[config.mk]
export PLATFORM = sky130hd
export DESIGN_NAME = kgd_sync_gen_flat
export DESIGN_NICKNAME = d
export VERILOG_FILES = /design/src/rtl/kgd_sync_gen_if.sv /design/src/rtl/kgd_sync_gen.sv /design/src/flat_wrapper.sv
export SDC_FILE = /design/constraint.sdc
export NUM_CORES = 1
export LEC_CHECK = 0
export ABC_AREA = 1
export CAP_MARGIN = 20
export CORE_AREA = 2 2 63 65
export DETAILED_ROUTE_END_ITERATION = 8
export DIE_AREA = 0 0 65 67
export PLACE_DENSITY = 0.82
export SETUP_SLACK_MARGIN = 0.3
export SLEW_MARGIN = 20
export SYNTH_ARGS = -nofsm -noshare
export SYNTH_HDL_FRONTEND = slang
export SYNTH_SLANG_ARGS = --single-unit
[constraint.sdc]
create_clock -name i_clk50 -period 4.4 [get_ports i_clk50]
set_input_delay 0.44 -clock i_clk50 [delete_from_list [all_inputs] [get_ports i_clk50]]
set_output_delay 0.44 -clock i_clk50 [all_outputs]
set_load 0.005 [all_outputs]
[src/rtl/kgd_sync_gen_if.sv]
// kgd_sync_gen_if: raster timing bundle from the KSM sync generator to the KGD
// graphics/text controllers.
//   col        11  current column
//   row        10  current line
//   hsync       1  horizontal sync (level per HS_POL)
//   vsync       1  vertical sync (level per VS_POL)
//   de          1  display enable, visible window
//   line_end    1  strobe on last column of every line
//   frame_end   1  strobe on last column of last line
//   frame_cnt   8  frames completed since reset
//   blink       1  cursor blink flag
// master: the generator drives the bundle; slave: a consumer samples it.
interface kgd_sync_gen_if;
  logic [10:0] col;
  logic [9:0]  row;
  logic        hsync;
  logic        vsync;
  logic        de;
  logic        line_end;
  logic        frame_end;
  logic [7:0]  frame_cnt;
  logic        blink;

  modport master (
    output col, row, hsync, vsync, de, line_end, frame_end, frame_cnt, blink
  );

  modport slave (
    input col, row, hsync, vsync, de, line_end, frame_end, frame_cnt, blink
  );
endinterface

[src/rtl/kgd_sync_gen.sv]
// kgd_sync_gen: video timing generator (KSM sync). Runs the col/row raster
// counters and decodes sync, display enable, line/frame strobes and the
// frame-rate cursor blink flag.
//   i_clk50   in   pixel/system clock
//   i_vreset  in   synchronous active-high reset
//   o_vid     out  raster bundle (kgd_sync_gen_if.master)
// Every decode is computed from the next counter values and registered in the
// same edge as the counters, so each cycle's decodes describe that cycle's
// col/row with no skew.
module kgd_sync_gen #(
  parameter int unsigned H_TOTAL   = 1056,
  parameter int unsigned H_ACT_BEG = 40,
  parameter int unsigned H_ACT_END = 839,
  parameter int unsigned HS_BEG    = 928,
  parameter int unsigned V_TOTAL   = 628,
  parameter int unsigned V_ACT_BEG = 23,
  parameter int unsigned V_ACT_END = 622,
  parameter int unsigned VS_BEG    = 624,
  parameter bit          HS_POL    = 1'b1,
  parameter bit          VS_POL    = 1'b1,
  parameter int unsigned BLINK_BIT = 5
) (
  input  logic                  i_clk50,
  input  logic                  i_vreset,
  kgd_sync_gen_if.master        o_vid
);

  localparam logic [10:0] L_H_LAST    = 11'(H_TOTAL - 1);
  localparam logic [10:0] L_H_ACT_BEG = 11'(H_ACT_BEG);
  localparam logic [10:0] L_H_ACT_END = 11'(H_ACT_END);
  localparam logic [10:0] L_HS_BEG    = 11'(HS_BEG);
  localparam logic [9:0]  L_V_LAST    = 10'(V_TOTAL - 1);
  localparam logic [9:0]  L_V_ACT_BEG = 10'(V_ACT_BEG);
  localparam logic [9:0]  L_V_ACT_END = 10'(V_ACT_END);
  localparam logic [9:0]  L_VS_BEG    = 10'(VS_BEG);
  localparam logic [2:0]  L_BLINK_IDX = 3'(BLINK_BIT);

  logic [10:0] r_col;
  logic [9:0]  r_row;
  logic [7:0]  r_frame_cnt;
  logic        r_hsync;
  logic        r_vsync;
  logic        r_de;
  logic        r_line_end;
  logic        r_frame_end;
  logic        r_blink;

  logic [10:0] w_col_nxt;
  logic [9:0]  w_row_nxt;
  logic [7:0]  w_frame_cnt_nxt;
  logic        w_line_last;
  logic        w_hsync_nxt;
  logic        w_vsync_nxt;
  logic        w_de_nxt;
  logic        w_line_end_nxt;
  logic        w_frame_end_nxt;

  // Raster advance; >= keeps the wrap safe even if a counter were ever out of range.
  always_comb begin
    w_line_last     = (r_col >= L_H_LAST);
    w_col_nxt       = r_col + 11'd1;
    w_row_nxt       = r_row;
    w_frame_cnt_nxt = r_frame_cnt;
    if (w_line_last) begin
      w_col_nxt = '0;
      if (r_row >= L_V_LAST) begin
        w_row_nxt       = '0;
        w_frame_cnt_nxt = r_frame_cnt + 8'd1;
      end else begin
        w_row_nxt = r_row + 10'd1;
      end
    end
  end

  // Decodes of the position that will be presented next cycle.
  always_comb begin
    w_hsync_nxt     = (w_col_nxt >= L_HS_BEG) ? HS_POL : ~HS_POL;
    w_vsync_nxt     = (w_row_nxt >= L_VS_BEG) ? VS_POL : ~VS_POL;
    w_de_nxt        = (w_col_nxt >= L_H_ACT_BEG) && (w_col_nxt <= L_H_ACT_END) &&
                      (w_row_nxt >= L_V_ACT_BEG) && (w_row_nxt <= L_V_ACT_END);
    w_line_end_nxt  = (w_col_nxt == L_H_LAST);
    w_frame_end_nxt = w_line_end_nxt && (w_row_nxt == L_V_LAST);
  end

  // Counter and decode registers.
  always_ff @(posedge i_clk50) begin
    if (i_vreset) begin
      r_col       <= '0;
      r_row       <= '0;
      r_frame_cnt <= '0;
      r_hsync     <= ~HS_POL;
      r_vsync     <= ~VS_POL;
      r_de        <= 1'b0;
      r_line_end  <= 1'b0;
      r_frame_end <= 1'b0;
      r_blink     <= 1'b0;
    end else begin
      r_col       <= w_col_nxt;
      r_row       <= w_row_nxt;
      r_frame_cnt <= w_frame_cnt_nxt;
      r_hsync     <= w_hsync_nxt;
      r_vsync     <= w_vsync_nxt;
      r_de        <= w_de_nxt;
      r_line_end  <= w_line_end_nxt;
      r_frame_end <= w_frame_end_nxt;
      // Follows the counter bit, so it can only change at a frame boundary.
      r_blink     <= w_frame_cnt_nxt[L_BLINK_IDX];
    end
  end

  assign o_vid.col       = r_col;
  assign o_vid.row       = r_row;
  assign o_vid.hsync     = r_hsync;
  assign o_vid.vsync     = r_vsync;
  assign o_vid.de        = r_de;
  assign o_vid.line_end  = r_line_end;
  assign o_vid.frame_end = r_frame_end;
  assign o_vid.frame_cnt = r_frame_cnt;
  assign o_vid.blink     = r_blink;

endmodule
[src/flat_wrapper.sv]
// flat-port wrapper written by rule: the top's interface ports become plain ports
module kgd_sync_gen_flat 
#(
  parameter int unsigned H_TOTAL   = 1056,
  parameter int unsigned H_ACT_BEG = 40,
  parameter int unsigned H_ACT_END = 839,
  parameter int unsigned HS_BEG    = 928,
  parameter int unsigned V_TOTAL   = 628,
  parameter int unsigned V_ACT_BEG = 23,
  parameter int unsigned V_ACT_END = 622,
  parameter int unsigned VS_BEG    = 624,
  parameter bit          HS_POL    = 1'b1,
  parameter bit          VS_POL    = 1'b1,
  parameter int unsigned BLINK_BIT = 5
)
  (i_clk50, i_vreset, o_vid_col, o_vid_row, o_vid_hsync, o_vid_vsync, o_vid_de, o_vid_line_end, o_vid_frame_end, o_vid_frame_cnt, o_vid_blink);
  kgd_sync_gen_if o_vid_i ();
  input  logic i_clk50;
  input  logic i_vreset;
  output wire logic [$bits(o_vid_i.col)-1:0] o_vid_col;
  output wire logic [$bits(o_vid_i.row)-1:0] o_vid_row;
  output wire logic [$bits(o_vid_i.hsync)-1:0] o_vid_hsync;
  output wire logic [$bits(o_vid_i.vsync)-1:0] o_vid_vsync;
  output wire logic [$bits(o_vid_i.de)-1:0] o_vid_de;
  output wire logic [$bits(o_vid_i.line_end)-1:0] o_vid_line_end;
  output wire logic [$bits(o_vid_i.frame_end)-1:0] o_vid_frame_end;
  output wire logic [$bits(o_vid_i.frame_cnt)-1:0] o_vid_frame_cnt;
  output wire logic [$bits(o_vid_i.blink)-1:0] o_vid_blink;
  assign o_vid_col = o_vid_i.col;
  assign o_vid_row = o_vid_i.row;
  assign o_vid_hsync = o_vid_i.hsync;
  assign o_vid_vsync = o_vid_i.vsync;
  assign o_vid_de = o_vid_i.de;
  assign o_vid_line_end = o_vid_i.line_end;
  assign o_vid_frame_end = o_vid_i.frame_end;
  assign o_vid_frame_cnt = o_vid_i.frame_cnt;
  assign o_vid_blink = o_vid_i.blink;
  kgd_sync_gen #(.H_TOTAL(H_TOTAL), .H_ACT_BEG(H_ACT_BEG), .H_ACT_END(H_ACT_END), .HS_BEG(HS_BEG), .V_TOTAL(V_TOTAL), .V_ACT_BEG(V_ACT_BEG), .V_ACT_END(V_ACT_END), .VS_BEG(VS_BEG), .HS_POL(HS_POL), .VS_POL(VS_POL), .BLINK_BIT(BLINK_BIT)) u_core (.i_clk50(i_clk50), .i_vreset(i_vreset), .o_vid(o_vid_i));
endmodule
# == After elaboration in Yosys (flattened, before gate mapping) ==
# Index checks and enable logic that the tools add are counted.
# word_totals
ff_bits,34
in_bits,2
out_inout_bits,35
elab_cells,34
# classes
addsub,3
n_lt_le_gt_ge,8
n_eq_ne,2
mux,7
n_reduce_logical,5
# op_table
operator,count
10-bit greater-or-equal comparator (second input constant),2
10-bit two-way mux,2
6-bit two-way mux,2
11-bit by 1-bit adder with 11-bit output (second input constant),1
11-bit == test (second input constant),1
11-bit by 10-bit greater-or-equal comparator with 1-bit output (second input constant),1
11-bit greater-or-equal comparator (second input constant),1
11-bit by 6-bit greater-or-equal comparator with 1-bit output (second input constant),1
11-bit by 10-bit <= comparator with 1-bit output (second input constant),1
11-bit two-way mux,1
10-bit by 1-bit adder with 10-bit output (second input constant),1
10-bit == test (second input constant),1
10-bit by 5-bit greater-or-equal comparator with 1-bit output (second input constant),1
10-bit <= comparator (second input constant),1
8-bit by 1-bit adder with 8-bit output (second input constant),1
1-bit logical AND,4
1-bit two-way mux,2
2-bit AND reduction,1

# == Depth between registers and ports, before layout ==
# Gate-level depths: netlist of the first run.
# logic_depth
depth_word,6
ltp_mapped,16
mapped_depth_nobuf,16

# == Worst setup path before layout of the first run ==
# OpenSTA, ideal clock, no wires.
# synth_timing
kind,reg2reg
from,register u_core.r_col[0] (netlist: u_core.o_vid.col[0])
to,register u_core.r_de (netlist: u_core.o_vid.de)
setup_ps,115
arrival_ps,1695
required_ps,4285
slack_ps,2591
path_stages_with_launch,16
n_path_buf,1
synth_period_minus_slack_ps,1809
cell_sequence,dfxtp_1 > ha_1 > nand2_1 > nor2_4 > inv_2 > nand3_4 > nand2_4 > buf_12 > nand2_1 > nand2_2 > nor2_2 > nand3_2 > nand2_1 > inv_2 > nand2_1 > a21oi_2
# synth_between
elab_chain_cells,6
word_cells_on_any_way,11
classes_between,add/sub: 1; order compare: 5; mux: 2; reduce/logical: 3
# synth_rtl
item,line,source
"start, declared",kgd_sync_gen.sv:38,logic [10:0] r_col;
"start signal, assigned",kgd_sync_gen.sv:98,r_col <= w_col_nxt;
11-bit by 1-bit adder with 11-bit output or 11-bit greater-or-equal comparator (tied branches),"kgd_sync_gen.sv:61, kgd_sync_gen.sv:60",
11-bit two-way mux,kgd_sync_gen.sv:64,if (w_line_last) begin
11-bit by 6-bit greater-or-equal comparator with 1-bit output or 11-bit by 10-bit <= comparator with 1-bit output (tied branches),kgd_sync_gen.sv:79,w_de_nxt = (w_col_nxt >= L_H_ACT_BEG) && (w_col_nxt <= L_H_ACT_END) &&
1-bit logical AND (2 in series),kgd_sync_gen.sv:79,
1-bit logical AND *,kgd_sync_gen.sv:80,(w_row_nxt >= L_V_ACT_BEG) && (w_row_nxt <= L_V_ACT_END);
"end signal, assigned",kgd_sync_gen.sv:103,r_de <= w_de_nxt;
"end, declared",kgd_sync_gen.sv:43,logic r_de;
# Every way passes the cells marked *; elsewhere a longest branch is shown, timed or not.
# A chain may end at the register's enable or synchronous reset.

# == Final worst setup path of the first run ==
# layout_timing
from,register u_core.r_col[0] (netlist: u_core.o_vid.col[0])
to,register u_core.r_frame_cnt[6] (netlist: u_core.o_vid.frame_cnt[6])
# layout_between
elab_chain_cells,2
# layout_rtl
item,line,source
11-bit greater-or-equal comparator,kgd_sync_gen.sv:60,w_line_last = (r_col >= L_H_LAST);
2-bit AND reduction (no source line),-,
"end signal, assigned",kgd_sync_gen.sv:100,r_frame_cnt <= w_frame_cnt_nxt;
"end, declared",kgd_sync_gen.sv:40,logic [7:0] r_frame_cnt;
# No other way between the ends.

==> flow_results.xml, run 1 <==
<?xml version="1.0" encoding="UTF-8"?>
<metrics>
  <group name="clocking">
    <metric name="cts_buffers" unit="">5</metric>
    <metric name="cts.sink_count" unit="">34</metric>
    <metric name="skew_pair_late_insertion_delay" unit="ns">0.29</metric>
    <metric name="cts_resized" unit="">0</metric>
    <metric name="worst_setup_hold_path_clk_slew" unit="ns">0.06</metric>
    <metric name="cts_tree" unit="">built</metric>
    <metric name="htree_levels" unit="">2</metric>
    <metric name="cts_hold_repair.buffers" unit="">0</metric>
    <metric name="clockBufferDepth" unit="">2</metric>
    <metric name="post-cts-setup-buffer-count" unit="">0</metric>
    <metric name="cts.root.buffer_cell" unit="">sky130_fd_sc_hd__clkbuf_8</metric>
  </group>
  <group name="sta">
    <metric name="timing_hold_violations_final" unit="">0</metric>
    <metric name="worst_pin_slew" unit="ns">0.6597</metric>
    <metric name="fmaxAchievable" unit="MHz">465.7</metric>
    <metric name="slew_violations" unit="">0</metric>
    <metric name="final_period_minus_worst_setup_slack" unit="ns">2.147</metric>
    <metric name="setup_total_neg_slack" unit="ns">0</metric>
    <metric name="clock-skew-final" unit="ns">0.006965</metric>
    <metric name="setup_viol" unit="">0</metric>
    <metric name="layout_worst_path_cycle_share" unit="%">48.80</metric>
    <metric name="worst_slew_margin_rel" unit="%">55.88</metric>
    <metric name="rsz0062_at_grt" unit="">false</metric>
  </group>
  <group name="layout">
    <metric name="fillers" unit="">305</metric>
    <metric name="area_grow_syn2layout" unit="%">23.32</metric>
    <metric name="layout.area.seq" unit="sq um">680.7</metric>
    <metric name="post-route-util" unit="%">67.52</metric>
    <metric name="diodes" unit="">0</metric>
    <metric name="multi_input_area" unit="sq um">1091</metric>
    <metric name="finalNonFillerCells" unit="">366</metric>
    <metric name="postLayoutCellArea" unit="sq um">2435</metric>
    <metric name="share_of_final_layout_standard_cells_stronger_than_drive_strength_1" unit="%">13.52</metric>
    <metric name="design.final.nets" unit="">322</metric>
  </group>
  <group name="yosys">
    <metric name="ys_warn_count" unit="">0</metric>
    <metric name="postSynthRegisterBits" unit="">34</metric>
    <metric name="syn-num-nets" unit="">285</metric>
    <metric name="synth_cell_types" unit="">34</metric>
    <metric name="yosysSeqAreaShare" unit="%">34.47</metric>
    <metric name="netlist_area" unit="sq um">1974</metric>
    <metric name="synthCells" unit="">280</metric>
    <metric name="post_synth.cell_area_avg" unit="sq um">7.051</metric>
  </group>
  <group name="placement">
    <metric name="dpl.cell_count" unit="">358</metric>
    <metric name="post-dp-hpwl" unit="um">3408</metric>
    <metric name="routabilityCongestion" unit="">0.9334</metric>
    <metric name="io_buffer_count" unit="">36</metric>
    <metric name="placedInstanceArea" unit="sq um">2344</metric>
  </group>
  <group name="critical_path">
    <metric name="worstSetupPathType" unit="">register to register</metric>
    <metric name="crit-reg2reg-capture" unit="">u_core.o_vid.frame_cnt[6]</metric>
    <metric name="cpMaxStageDelayCell" unit="">sky130_fd_sc_hd__dfxtp_1</metric>
    <metric name="critPathMaxStageDelay" unit="ns">0.39</metric>
    <metric name="required" unit="ns">4.58</metric>
    <metric name="ff2ff_path_depth" unit="">13</metric>
    <metric name="crit_path_start_kind" unit="">register</metric>
    <metric name="r2r-start" unit="">u_core.o_vid.col[0]</metric>
    <metric name="critical_path.cell_chain" unit="">ha_1 &gt; nand2_1 &gt; nor2_4 &gt; inv_2 &gt; nand3_4 &gt; nand2_4 &gt; inv_6 &gt; nand2_4 &gt; nor3_4 &gt; nand3_2 &gt; nor2_1 &gt; nand2_1 &gt; and3_1</metric>
    <metric name="timing.critical_path.to_type" unit="">register</metric>
    <metric name="critPathMaxFanout" unit="">11</metric>
    <metric name="cp.arrival" unit="ns">2.32</metric>
    <metric name="regToRegSetupSlack" unit="ns">2.25</metric>
  </group>
  <group name="floorplan">
    <metric name="num_io_pins" unit="">37</metric>
    <metric name="placement_rows" unit="">22</metric>
    <metric name="fp.coreArea" unit="sq um">3606</metric>
    <metric name="die_width" unit="um">65</metric>
    <metric name="start_util" unit="%">54.75</metric>
    <metric name="die_h" unit="um">67</metric>
    <metric name="floorplan.die_area" unit="sq um">4355</metric>
  </group>
  <group name="worst_hold_path">
    <metric name="number_of_cells_on_the_worst_hold_path" unit="">1</metric>
    <metric name="worst_hold_startpoint" unit="">u_core.o_vid.col[0]</metric>
    <metric name="hold_path_class" unit="">register to register</metric>
    <metric name="min_to" unit="">u_core.o_vid.col[0]</metric>
  </group>
  <group name="routing">
    <metric name="routed-via-count" unit="">1880</metric>
    <metric name="wl_per_cell" unit="um">11.64</metric>
    <metric name="post-route-drc-count" unit="">0</metric>
    <metric name="drt_iter0_drc" unit="">118</metric>
    <metric name="vias_per_cell" unit="">5.137</metric>
    <metric name="wl" unit="um">4259</metric>
    <metric name="drt_pass1_iterations" unit="">4</metric>
    <metric name="ant_nets" unit="">0</metric>
  </group>
  <group name="grt">
    <metric name="antenna_found_initial" unit="">0</metric>
    <metric name="first_global_vias" unit="">1686</metric>
    <metric name="grt_start_max_net_pins" unit="">17</metric>
    <metric name="total_routing_resource_utilization_after_global_routing" unit="%">21.54</metric>
    <metric name="gr-total-overflow" unit="">0</metric>
    <metric name="grt_first_pass_wirelength" unit="um">7224</metric>
  </group>
  <group name="pwr">
    <metric name="p_total" unit="uW">564.2</metric>
    <metric name="ir_worst_vdd" unit="mV">0.1852</metric>
    <metric name="pwr_density_cell" unit="nW/um^2">231.7</metric>
    <metric name="leakagePower" unit="nW">1.075</metric>
  </group>
  <group name="job">
    <metric name="cap_viol_max_count" unit="">0</metric>
  </group>
  <group name="status">
    <metric name="outcome" unit="">finished clean</metric>
  </group>
</metrics>
## stage by stage
stage	hold slack, ns	setup WS (ns)
global route	0.5149	2.075
CTS	0.4971	2.235
global placement	0.4626	2.390
detailed placement	0.4827	2.238
finish	0.4846	2.253
floorplan	0.4547	2.591
## cells by family (layout without fill, tap and decap cells)
family	after synthesis	in the layout	synth area share (%)
AND/OR/NAND/NOR	173	173	44.04
buffers and inverters	45	83	10.27
flip-flops	34	34	34.47
AO/OA/AOI/OAI	17	17	5.767
XOR/XNOR	8	8	3.549
adder cells (fa/ha/maj)	3	3	1.901
## cells in the mapped netlist (all sizes together)
library cell  count  area (sq um)
clkbuf            2         7.510
o21ai             7         46.30
nor3b             1         7.510
and3              2         12.51
nor3             13         86.34
nor2             57         276.5
buf               4         43.79
xnor2             1         8.760
dfxtp            34         680.7
inv              39         151.4
nand3            26         152.7
o21bai            1         7.510
ha                3         37.54
nand4             7         50.05
nand2            67         284.0
a21oi             9         60.06
xor2              7         61.31
## registers in the layout (all words and copies together) (netlist names)
signal	flops
u_core.o_vid.col	11
u_core.o_vid.row	10
u_core.o_vid.frame_cnt	7
u_core.o_vid.blink	1
u_core.o_vid.de	1
u_core.o_vid.frame_end	1
u_core.o_vid.hsync	1
u_core.o_vid.line_end	1
u_core.o_vid.vsync	1
## worst max-delay path by stage
stage                                      endpoint  slack (ns)           startpoint  cells after the start
after floorplan                     u_core.o_vid.de        2.59  u_core.o_vid.col[0]                     15
after global placement    u_core.o_vid.frame_cnt[6]        2.39  u_core.o_vid.col[0]                     13
after detailed placement  u_core.o_vid.frame_cnt[6]        2.24  u_core.o_vid.col[0]                     13
after CTS                 u_core.o_vid.frame_cnt[6]        2.24  u_core.o_vid.col[0]                     13
final                     u_core.o_vid.frame_cnt[6]        2.25  u_core.o_vid.col[0]                     13
after global routing      u_core.o_vid.frame_cnt[6]        2.07  u_core.o_vid.col[0]                     13
## layer usage
metal	global-route usage, %	part of all wire, %	up-vias
met3	4.899	5.6	9
met2	37.24	48	49
li1	-	-	958
met1	26.35	45	864
met5	0	0	-
met4	7.181	1.6	0
## critical path: cells and delay by family, from the launching register on
kind          cells  cell delay (ns)
simple gates     10             1.25
flops             1             0.39
buf+inv           2             0.20
fa+ha+maj         1             0.19
## placed cells by master, fill, tap and decap left out, types with 2 or more instances in the layout
master                            count
sky130_fd_sc_hd__nand2_1             60
sky130_fd_sc_hd__nand4_1              6
sky130_fd_sc_hd__and3_1               2
sky130_fd_sc_hd__nand3_1             23
sky130_fd_sc_hd__nor2_2               4
sky130_fd_sc_hd__a21oi_1              7
sky130_fd_sc_hd__nor2_4               7
sky130_fd_sc_hd__nand2_2              4
sky130_fd_sc_hd__nand3_2              2
sky130_fd_sc_hd__xor2_1               7
sky130_fd_sc_hd__o21ai_0              6
sky130_fd_sc_hd__ha_1                 3
sky130_fd_sc_hd__dfxtp_1             34
sky130_fd_sc_hd__clkdlybuf4s50_1     36
sky130_fd_sc_hd__inv_2                7
sky130_fd_sc_hd__nor3_1              10
sky130_fd_sc_hd__inv_1               31
sky130_fd_sc_hd__nor2_1              46
sky130_fd_sc_hd__clkbuf_8             6
sky130_fd_sc_hd__nand2_4              3
sky130_fd_sc_hd__nor3_2               2
## power breakdown
part / internal, mW / switching, mW / leakage, nW
registers: 0.310 / 0.00269 / 0.274
logic: 0.00785 / 0.0106 / 0.752
clock network: 0.126 / 0.107 / 0.0482
## area by class of cell
| cell class | instances | area share (%) |
|---|---|---|
| timing repair buffer | 36 | 14.80 |
| clock inverter | 1 | 0.2055 |
| clock buffer | 7 | 3.546 |
| sequential | 34 | 27.95 |
| inverter | 39 | 6.218 |
| tap | 48 | 2.467 |
| multi-input combinational | 201 | 44.81 |
(Power assumes the default switching activity.)
==> run 2: changes to the inputs <==
CORE_AREA = 2 2 65 67   (was 2 2 63 65)
DIE_AREA = 0 0 67 69   (was 0 0 65 67)
PLACE_DENSITY = 0.78   (was 0.82)
clock period = 2 ns   (was 4.4 ns; I/O delays follow)
==> run 2 against run 1 <==
Against the previous run: global-route usage up 1.4 points; hold slack improved by 0.048 ns; register-to-register slack worse by 2.1 ns; non-clock buffer count is 12 higher; largest cell class unchanged; critical path depth decreased by 3; critical path type unchanged; cell count is 3.8% higher; worst setup slack worse by 2.1 ns.
==> flow_results.xml, run 2 (synthesis gave the netlist of run 1 again) <==
<?xml version="1.0" encoding="UTF-8"?>
<metrics>
  <group name="status">
    <metric name="outcome" unit="">finished clean</metric>
  </group>
  <group name="critical_path">
    <metric name="critPathMaxStageDelay" unit="ns">0.37</metric>
    <metric name="required" unit="ns">2.23</metric>
    <metric name="crit_path_start_kind" unit="">register</metric>
    <metric name="critical_path.most_common_cell" unit="">sky130_fd_sc_hd__nand3_1</metric>
    <metric name="worstSetupPathType" unit="">register to register</metric>
    <metric name="cp.arrival" unit="ns">2.05</metric>
    <metric name="timing.critical_path.to_type" unit="">register</metric>
    <metric name="ff2ff_path_depth" unit="">10</metric>
    <metric name="critical_path.cell_chain" unit="">ha_4 &gt; nand2_4 &gt; nor2_4 &gt; nand3_1 &gt; nor3_2 &gt; xnor2_2 &gt; nand3_1 &gt; nor2_1 &gt; nand2_1 &gt; a21oi_2</metric>
    <metric name="critPathMaxFanout" unit="">4</metric>
    <metric name="cpMaxStageDelayCell" unit="">sky130_fd_sc_hd__dfxtp_4</metric>
  </group>
  <group name="routing">
    <metric name="routed-via-count" unit="">1962</metric>
    <metric name="post-route-drc-count" unit="">0</metric>
    <metric name="drt_pass1_iterations" unit="">4</metric>
    <metric name="vias_per_cell" unit="">5.163</metric>
    <metric name="wl_per_cell" unit="um">13.16</metric>
    <metric name="ant_nets" unit="">0</metric>
    <metric name="drt_iter0_drc" unit="">180</metric>
    <metric name="wl" unit="um">5001</metric>
  </group>
  <group name="pwr">
    <metric name="p_total" unit="mW">1.392</metric>
    <metric name="ir_worst_vdd" unit="mV">0.3900</metric>
    <metric name="pwr_density_cell" unit="nW/um^2">499.4</metric>
    <metric name="leakagePower" unit="nW">1.212</metric>
  </group>
  <group name="worst_hold_path">
    <metric name="hold_path_class" unit="">register to register</metric>
    <metric name="number_of_cells_on_the_worst_hold_path" unit="">2</metric>
  </group>
  <group name="floorplan">
    <metric name="floorplan.die_area" unit="sq um">4623</metric>
    <metric name="fp.coreArea" unit="sq um">3914</metric>
    <metric name="num_io_pins" unit="">37</metric>
    <metric name="die_width" unit="um">67</metric>
    <metric name="start_util" unit="%">50.45</metric>
    <metric name="placement_rows" unit="">23</metric>
    <metric name="die_h" unit="um">69</metric>
  </group>
  <group name="layout">
    <metric name="area_grow_syn2layout" unit="%">41.13</metric>
    <metric name="commonest_non_fill_non_tap_cell_in_the_layout" unit="">sky130_fd_sc_hd__nand2_1</metric>
    <metric name="finalNonFillerCells" unit="">380</metric>
    <metric name="design.final.nets" unit="">334</metric>
    <metric name="fillers" unit="">317</metric>
    <metric name="commonest_cells_after_routing_fill_and_taps_aside" unit="">52 x sky130_fd_sc_hd__nand2_1, 40 x sky130_fd_sc_hd__nor2_1, 36 x sky130_fd_sc_hd__clkdlybuf4s50_1, 31 x sky130_fd_sc_hd__inv_1, 24 x sky130_fd_sc_hd__dfxtp_1</metric>
    <metric name="diodes" unit="">0</metric>
    <metric name="largest_register_ff_count" unit="">11</metric>
    <metric name="multi_input_area" unit="sq um">1267</metric>
    <metric name="layout.area.seq" unit="sq um">703.2</metric>
    <metric name="share_of_final_layout_standard_cells_stronger_than_drive_strength_1" unit="%">28.48</metric>
  </group>
  <group name="clocking">
    <metric name="worst_setup_hold_path_clk_slew" unit="ns">0.08</metric>
    <metric name="skew_pair_late_insertion_delay" unit="ns">0.30</metric>
    <metric name="cts_buffers" unit="">5</metric>
    <metric name="clockBufferDepth" unit="">2</metric>
    <metric name="htree_levels" unit="">2</metric>
    <metric name="cts_hold_repair.buffers" unit="">0</metric>
    <metric name="cts.sink_count" unit="">34</metric>
    <metric name="cts_tree" unit="">built</metric>
    <metric name="cts.root.buffer_cell" unit="">sky130_fd_sc_hd__clkbuf_8</metric>
  </group>
  <group name="sta">
    <metric name="fmaxAchievable" unit="MHz">550.1</metric>
    <metric name="setup_total_neg_slack" unit="ns">0</metric>
    <metric name="slew_violations" unit="">0</metric>
    <metric name="clock-skew-final" unit="ns">0.01078</metric>
    <metric name="worst_slack" unit="ns">0.1821</metric>
    <metric name="worst_slew_margin_rel" unit="%">77.06</metric>
    <metric name="final_period_minus_worst_setup_slack" unit="ns">1.818</metric>
    <metric name="layout_worst_path_cycle_share" unit="%">90.90</metric>
    <metric name="timing_hold_violations_final" unit="">0</metric>
    <metric name="whs" unit="ns">0.5326</metric>
    <metric name="worst_pin_slew" unit="ns">0.3425</metric>
    <metric name="setup_viol" unit="">0</metric>
    <metric name="rsz0062_at_grt" unit="">true</metric>
  </group>
  <group name="grt">
    <metric name="total_routing_resource_utilization_after_global_routing" unit="%">22.94</metric>
    <metric name="first_global_vias" unit="">1853</metric>
    <metric name="antenna_found_initial" unit="">0</metric>
    <metric name="gr-total-overflow" unit="">0</metric>
    <metric name="grt_first_pass_wirelength" unit="um">8300</metric>
    <metric name="grt_start_max_net_pins" unit="">16</metric>
  </group>
  <group name="placement">
    <metric name="routabilityCongestion" unit="">0.9236</metric>
    <metric name="post-dp-hpwl" unit="um">3446</metric>
    <metric name="io_buffer_count" unit="">36</metric>
    <metric name="placement.setup.worst_slack" unit="ns">0.1203</metric>
    <metric name="dpl.cell_count" unit="">362</metric>
  </group>
  <group name="job">
    <metric name="cap_viol_max_count" unit="">0</metric>
  </group>
</metrics>
==> run 2: where the power goes <==
group / total [mW] / switching [mW] / internal, mW
combinational: 0.0554 / 0.0291 / 0.0263
sequential: 0.687 / 0.00748 / 0.680
clock: 0.649 / 0.278 / 0.371
==> run 2: final timing paths <==
check | endpoint | from | slack [ns]
setup / recovery | u_core.o_vid.de | u_core.o_vid.col[0] | 0.18
hold / removal | u_core.o_vid.frame_cnt[0] | u_core.o_vid.frame_cnt[0] | 0.53
hold reg to reg | u_core.o_vid.frame_cnt[0] | u_core.o_vid.frame_cnt[0] | 0.53
setup reg to reg | u_core.o_vid.de | u_core.o_vid.col[0] | 0.18
==> run 2: worst max-delay path: cells and delay by family (launching register included) <==
family / cells / cell delay [ns]
AND/OR/NAND/NOR: 7 / 0.90
flip-flops: 1 / 0.37
XOR/XNOR: 1 / 0.21
adder cells (fa/ha/maj): 1 / 0.15
AO/OA/AOI/OAI: 1 / 0.10
==> run 2: cell type report <==
type | count | area share (%)
multi-input combinational | 201 | 45.49
sequential | 34 | 25.24
timing repair buffer | 48 | 17.33
inverter | 39 | 5.613
clock buffer | 5 | 2.470
tap | 50 | 2.245
clock inverter | 3 | 1.617
==> run 2: metal layers <==
| metal | GRT usage [%] | vias up | part of all wire [%] |
|---|---|---|---|
| li1 | - | 980 | - |
| met1 | 31.31 | 897 | 42 |
| met2 | 34.65 | 75 | 49 |
| met3 | 5.383 | 10 | 6.3 |
| met4 | 8.844 | 0 | 2.2 |
| met5 | 0 | - | 0 |
==> run 2: metrics by stage <==
| stage | util [%] | cell area (sq um) |
|---|---|---|
| finish | 71.20 | 2786 |
| global route | 71.20 | 2786 |
| CTS | 68.32 | 2674 |
| detailed placement | 61.89 | 2422 |
| global placement | 61.89 | 2422 |
| floorplan | - | 2023 |
==> run 2: what timing repair did <==
| item | in CTS | in global routing |
|---|---|---|
| setup buffers | 9 | 1 |
| pin swaps | 12 | 7 |
| setup endpoints to repair | 8 | 13 |
| resized for setup | 13 | 30 |
